[src/rtl/optical_slot_requester.sv]
// Requester side of the optical 8x8 grant arbiter: pending set, request strobe, guard + slot timing.
// Optional grant checking is enabled by defining OPTICAL_SLOT_GRANT_CHECK_EN.
module optical_slot_requester #(
  parameter int P_CHANNEL_NUM = 8,
  parameter int P_GUARD_LEN   = 4,
  parameter int P_SLOT_LEN    = 16,
  parameter int P_WAIT_MAX    = 15
) (
  input  logic                     i_clk,
  input  logic                     i_rst_n,
  input  logic [P_CHANNEL_NUM-1:0] i_ch_req,
  output logic [P_CHANNEL_NUM-1:0] o_pending,
  output logic [P_CHANNEL_NUM-1:0] o_arb_req,
  output logic [P_CHANNEL_NUM-1:0] o_arb_first_priority,
  output logic                     o_arb_req_valid,
  input  logic [P_CHANNEL_NUM-1:0] i_arb_grant,
  input  logic                     i_arb_grant_valid,
  output logic [P_CHANNEL_NUM-1:0] o_slot_grant,
  output logic                     o_slot_valid,
  output logic [P_CHANNEL_NUM-1:0] o_slot_done,
  output logic                     o_err
);

  typedef enum logic [2:0] {
    S_IDLE,
    S_REQ,
    S_WAIT,
    S_GUARD,
    S_SLOT,
    S_DONE
  } state_t;

  localparam int MAX_GS  = (P_GUARD_LEN > P_SLOT_LEN) ? P_GUARD_LEN : P_SLOT_LEN;
  localparam int MAX_ALL = (MAX_GS > P_WAIT_MAX) ? MAX_GS : P_WAIT_MAX;
  localparam int CNT_W   = $clog2(MAX_ALL) + 1;

  localparam logic [CNT_W-1:0] GUARD_LAST = CNT_W'(P_GUARD_LEN - 1);
  localparam logic [CNT_W-1:0] SLOT_LAST  = CNT_W'(P_SLOT_LEN - 1);
  localparam logic [CNT_W-1:0] WAIT_LAST  = CNT_W'(P_WAIT_MAX - 1);

  state_t                   state;
  state_t                   state_nxt;
  logic [CNT_W-1:0]         wait_cnt;
  logic [CNT_W-1:0]         phase_cnt;
  logic                     sampling;
  logic                     grant_nz;
  logic                     grant_bad;
  logic                     grant_take;
  logic                     grant_drop;
  logic [P_CHANNEL_NUM-1:0] done_mask;

  assign sampling = (state == S_REQ) || (state == S_WAIT);
  assign grant_nz = |i_arb_grant;

`ifdef OPTICAL_SLOT_GRANT_CHECK_EN
  assign grant_bad = grant_nz && (!$onehot(i_arb_grant) || (|(i_arb_grant & ~o_arb_req)));
`else
  assign grant_bad = 1'b0;
`endif

  assign grant_take = sampling && i_arb_grant_valid && grant_nz && !grant_bad;
  assign grant_drop = sampling && i_arb_grant_valid && (!grant_nz || grant_bad);
  assign done_mask  = (state == S_DONE) ? o_slot_grant : '0;

  // NOTE: all sequential state uses non-blocking assignments so every register
  // samples pre-edge values regardless of process ordering.
  always_ff @(posedge i_clk or negedge i_rst_n) begin
    if (!i_rst_n) begin
      state <= S_IDLE;
    end else begin
      state <= state_nxt;
    end
  end

  // NOTE: state_nxt gets a default before the case so no path can infer a latch.
  always_comb begin
    state_nxt = state;
    case (state)
      S_IDLE:  if (|o_pending) state_nxt = S_REQ;
      S_REQ,
      S_WAIT: begin
        if (grant_take)                 state_nxt = S_GUARD;
        else if (grant_drop)            state_nxt = S_IDLE;
        else if (wait_cnt == WAIT_LAST) state_nxt = S_IDLE;
        else                            state_nxt = S_WAIT;
      end
      S_GUARD: if (phase_cnt == GUARD_LAST) state_nxt = S_SLOT;
      S_SLOT:  if (phase_cnt == SLOT_LAST)  state_nxt = S_DONE;
      S_DONE:  state_nxt = S_IDLE;
      default: state_nxt = S_IDLE;
    endcase
  end

  always_comb begin
    o_arb_req_valid = (state == S_REQ);
    o_slot_valid    = (state == S_SLOT);
    o_slot_done     = done_mask;
`ifdef OPTICAL_SLOT_GRANT_CHECK_EN
    o_err           = sampling && i_arb_grant_valid && grant_bad;
`else
    o_err           = 1'b0;
`endif
  end

  // Wait count spans REQ and WAIT so the strobe cycle counts as the first wait cycle.
  always_ff @(posedge i_clk or negedge i_rst_n) begin
    if (!i_rst_n) begin
      wait_cnt  <= '0;
      phase_cnt <= '0;
    end else begin
      if (!sampling) wait_cnt <= '0;
      else           wait_cnt <= wait_cnt + 1'b1;

      if (state_nxt != state)                          phase_cnt <= '0;
      else if ((state == S_GUARD) || (state == S_SLOT)) phase_cnt <= phase_cnt + 1'b1;
    end
  end

  // A request arriving in the DONE cycle re-sets the bit being cleared.
  always_ff @(posedge i_clk or negedge i_rst_n) begin
    if (!i_rst_n) begin
      o_pending            <= '0;
      o_arb_req            <= '0;
      o_arb_first_priority <= P_CHANNEL_NUM'(1);
      o_slot_grant         <= '0;
    end else begin
      o_pending <= (o_pending & ~done_mask) | i_ch_req;

      if ((state == S_IDLE) && (|o_pending)) o_arb_req <= o_pending;

      if (grant_take)             o_slot_grant <= i_arb_grant;
      else if (state == S_DONE)   o_slot_grant <= '0;

      if (state == S_DONE)
        o_arb_first_priority <= {o_slot_grant[P_CHANNEL_NUM-2:0], o_slot_grant[P_CHANNEL_NUM-1]};
    end
  end

endmodule

[config.mk]
export PLATFORM = sky130hd
export DESIGN_NAME = optical_slot_requester
export DESIGN_NICKNAME = d
export VERILOG_FILES = /design/src/rtl/optical_slot_requester.sv
export SDC_FILE = /design/constraint.sdc
export NUM_CORES = 1
export LEC_CHECK = 0
export CAP_MARGIN = 0
export CORE_MARGIN = 10
export CORE_UTILIZATION = 37
export CTS_CLUSTER_DIAMETER = 120
export DETAILED_ROUTE_END_ITERATION = 12
export HOLD_SLACK_MARGIN = 0.1
export PLACE_DENSITY_LB_ADDON = 0.1
export SLEW_MARGIN = 20
export SYNTH_ARGS = -nofsm -noshare
export SYNTH_HDL_FRONTEND = slang
export SYNTH_SLANG_ARGS = --single-unit
[constraint.sdc]
create_clock -name i_clk -period 5.55 [get_ports i_clk]
set_input_delay 1.665 -clock i_clk [delete_from_list [all_inputs] [get_ports i_clk]]
set_output_delay 1.665 -clock i_clk [all_outputs]
set_load 0.03 [all_outputs]
==> metrics.log <==
INFO  metric global_route.peak_usage_layer = met2
INFO  metric final.min_clock_period = 4040 ps
INFO  metric via_count = 1608
INFO  metric dpl_cell_area = 2740 sq um
INFO  metric timing.final.crit_share = 0.728
INFO  metric yosys_warnings = 0
INFO  metric place.port_buffers = 60
INFO  metric boundaryPins = 62
INFO  metric synthCells = 195
INFO  metric critical_path.endpoint_type = output pin
INFO  metric power.net_switching = 448 uW
INFO  metric worst_slew_margin_rel = 0.463
INFO  metric netlist.area_leader.share = 0.525
INFO  metric cts_num_sinks = 45
INFO  metric gr-usage-met2 = 0.185
INFO  metric antenna_violating_nets_post_route = 0
INFO  metric sw_frac_of_total = 0.381
INFO  metric clkSlewWorstSetupHoldPaths = 80 ps
INFO  metric via_count_of_the_first_global_routing_pass = 1587
INFO  metric height_of_the_chip = 95.3 microns
INFO  metric fillers = 509
INFO  metric timing.critical_path.slowest_stage_cell = sky130_fd_sc_hd__clkdlybuf4s50_1
INFO  metric antenna_found_initial = 0
INFO  metric final_cells = 329
INFO  metric start_util = 0.381
INFO  metric hpwlAfterDp = 3.98 mm
INFO  metric clock_skew = 3.31 ps
INFO  metric ys_ff_latch = 45
INFO  metric critical_path.max_fanout = 15
INFO  metric synth_commonest_cells = 44 x sky130_fd_sc_hd__dfrtp_1, 40 x sky130_fd_sc_hd__nand2_1, 12 x sky130_fd_sc_hd__inv_1
INFO  metric postRouteWirelength = 5.21 mm
INFO  metric cp_data_required_time = 3880 ps
INFO  metric crit_path_start_kind = register
INFO  metric routedWlPerCell = 15.8 microns
INFO  metric p_int = 728 uW
INFO  metric drive_gt1_frac = 0.125
INFO  metric globalplace.congestion = 0.775
INFO  metric syn_nets = 218
INFO  metric max-cap-violations = 0
INFO  metric place_worst_setup_slack = 1340 ps
INFO  metric floorplan.core_area = 5510 sq um
INFO  metric final.setup.worst_slack = 1510 ps
INFO  metric synth.yosys.seq_area_share = 0.538
INFO  metric leakage = 0.00127 uW
INFO  metric core.rowCount = 27
INFO  metric tritoncts = done
INFO  metric totalPowerFinal = 1180 uW
INFO  metric rsz0062_at_grt = false
INFO  metric groute.usage.overall = 0.115
INFO  metric outcome = complete, no violations
INFO  metric gr-usage-met3 = 0.0314
INFO  metric hold_path_class = reg2reg
INFO  metric die_w = 95.3 microns
INFO  metric clock_power_share = 0.216
INFO  metric area_added_between_synthesis_and_finish = 36.4%
INFO  metric netlist_area = 2100 sq um
INFO  metric worst_ep_arrival_time = 2380 ps
INFO  metric grt.met1_usage = 0.148
INFO  metric drv_slew = 0
INFO  metric cts_post_setup_buffers_inserted = 0
INFO  metric totalNegativeSetupSlack = 0 ps
INFO  metric synth_enable_flop_cells = 0
INFO  metric grt_start_max_net_pins = 46
INFO  metric cts_hold_buffers = 0
INFO  metric global_route_wire_length_before_repair = 8.35 mm
INFO  metric numCtsBuffers = 5
INFO  metric cts-resized-gates = 0
INFO  metric gr-total-overflow = 0
INFO  metric combinationalPowerShare = 0.406
INFO  metric cp_top_family = buffers and inverters
INFO  metric cp.buffers_inverters = 3
INFO  metric postSynth.topFlopCell = sky130_fd_sc_hd__dfrtp_1
INFO  metric design.final.nets = 279
INFO  metric cell_types_occupying_the_most_area_after_synthesis = sky130_fd_sc_hd__dfrtp_1 53%, sky130_fd_sc_hd__nand2_1 7.2%, sky130_fd_sc_hd__mux2_2 4.3%, sky130_fd_sc_hd__a21o_1 2.9%, sky130_fd_sc_hd__nand3_1 2.6%
INFO  metric timing.fmax = 0.247 GHz
INFO  metric syn-mean-instance-area = 10.7 sq um
INFO  metric clock_insertion_delay_worst_skew = 290 ps
INFO  metric slowest_delay = 660 ps
INFO  metric path_class = reg2out
INFO  metric antennaDiodeCount = 0
INFO  metric dp_cells = 321
INFO  metric max_slew.worst_pin.slew = 802 ps
INFO  metric drt-pass1-iter-count = 4
INFO  metric cellPowerDensity = 411 nW/um^2
INFO  metric seqPwrFrac = 0.378
INFO  metric vias_per_cell = 4.89
INFO  metric worst_ir_drop_vdd = 0.190 mV
INFO  metric design.die.area = 9070 sq um
INFO  metric remaining_drc_errors = 0
INFO  metric cts_max_path_buffers = 2
INFO  metric synthArstFlopShare = 1.00
INFO  metric drt-initial-drc-count = 80
INFO  metric report.final.hold_viol_count = 0
INFO  metric yosys.cell_count.top_type = sky130_fd_sc_hd__dfrtp_1
INFO  metric clock_tree.root_cell = sky130_fd_sc_hd__clkbuf_8
INFO  metric netlist-cell-type-count = 50
INFO  metric leading_area_contributor_after_synthesis = sky130_fd_sc_hd__dfrtp_1
INFO  metric fin_area = 2860 sq um
INFO  metric timing.critical_path.cells = nor3b_1, buf_4, nand2_1, inv_1, clkdlybuf4s50_1
INFO  metric cts_htree_levels = 2
INFO  metric setup_violation_total_in_the_final_timing_report = 0
-- layout make-up --
cell class / count / area (sq um) / area share
Sequential cell: 45 / 1130 / 0.394
Clock buffer: 7 / 86.3 / 0.0302
Tap cell: 72 / 90.1 / 0.0315
Inverter: 12 / 45.0 / 0.0158
Timing Repair Buffer: 61 / 606 / 0.212
Clock inverter: 1 / 30.0 / 0.0105
Multi-Input combinational cell: 131 / 873 / 0.306
-- registers in the layout, summed over array words and instances, names as in the netlist --
register / count
wait_cnt: 5
phase_cnt: 5
o_arb_req: 8
state: 3
o_pending: 8
o_arb_first_priority: 8
o_slot_grant: 8
-- final timing paths --
| path | from | end | slack, ps | depth (start not counted) |
|---|---|---|---|---|
| min in group asynchronous | i_rst_n | o_arb_req[4] | 1360 | 1 |
| setup reg to reg | phase_cnt[0] | phase_cnt[2] | 3070 | 6 |
| hold reg to reg | o_arb_first_priority[0] | o_arb_first_priority[0] | 460 | 2 |
| hold / removal | o_arb_first_priority[0] | o_arb_first_priority[0] | 460 | 2 |
| max in group asynchronous | i_rst_n | state[1] | 3800 | 1 |
| setup / recovery | state[1] | o_slot_done[5] | 1510 | 5 |
-- logic make-up (layout without fill, tap and decap cells) --
family | count (synthesis) | in the layout | share of synthesized area
AND/OR/NAND/NOR | 86 | 86 | 0.214
flip-flops | 45 | 45 | 0.538
AO/OA/AOI/OAI | 24 | 24 | 0.0997
buffers and inverters | 19 | 81 | 0.0454
multiplexers | 9 | 9 | 0.0478
XOR/XNOR | 7 | 7 | 0.0293
adder cells (fa/ha/maj) | 4 | 4 | 0.0239
other | 1 | 1 | 0.00179
-- tightest hold or removal path, cell delays in order (launching register included) --
cell and delay, ps:
sky130_fd_sc_hd__dfstp_2 380, sky130_fd_sc_hd__nand2_1 50, sky130_fd_sc_hd__nand2_1 40
-- layout by cell type, fill, tap and decap left out, drive strengths merged, types with 4 or more instances in the layout --
cell type,synthesis,final
mux2,8,8
inv,12,12
dfrtp,44,44
nand2,40,40
ha,4,4
clkdlybuf4s50,0,59
a21o,8,8
xor2,4,4
nand3,11,11
nor2,10,10
clkbuf,1,7
nor3,4,4
-- through the flow --
stage,utilization,hold slack [ps]
CTS,0.519,463
finish,0.519,462
floorplan,-,455
global placement,0.497,447
global route,0.519,475
detailed placement,0.497,449
-- power groups by stage --
stage | Combinational [uW] | Clock [uW] | Sequential [uW]
floorplan | 312 | 0 | 482
global placement | 480 | 0 | 450
detailed placement | 482 | 0 | 449
CTS | 484 | 262 | 443
global route | 525 | 279 | 453
finish | 477 | 254 | 445
-- metal layers --
metal  wire, microns  up-vias
met5               0        -
met4              44        0
met3             330        5
met2            2460       34
met1            2380      777
li1                -      792
(Power assumes the default switching activity.)
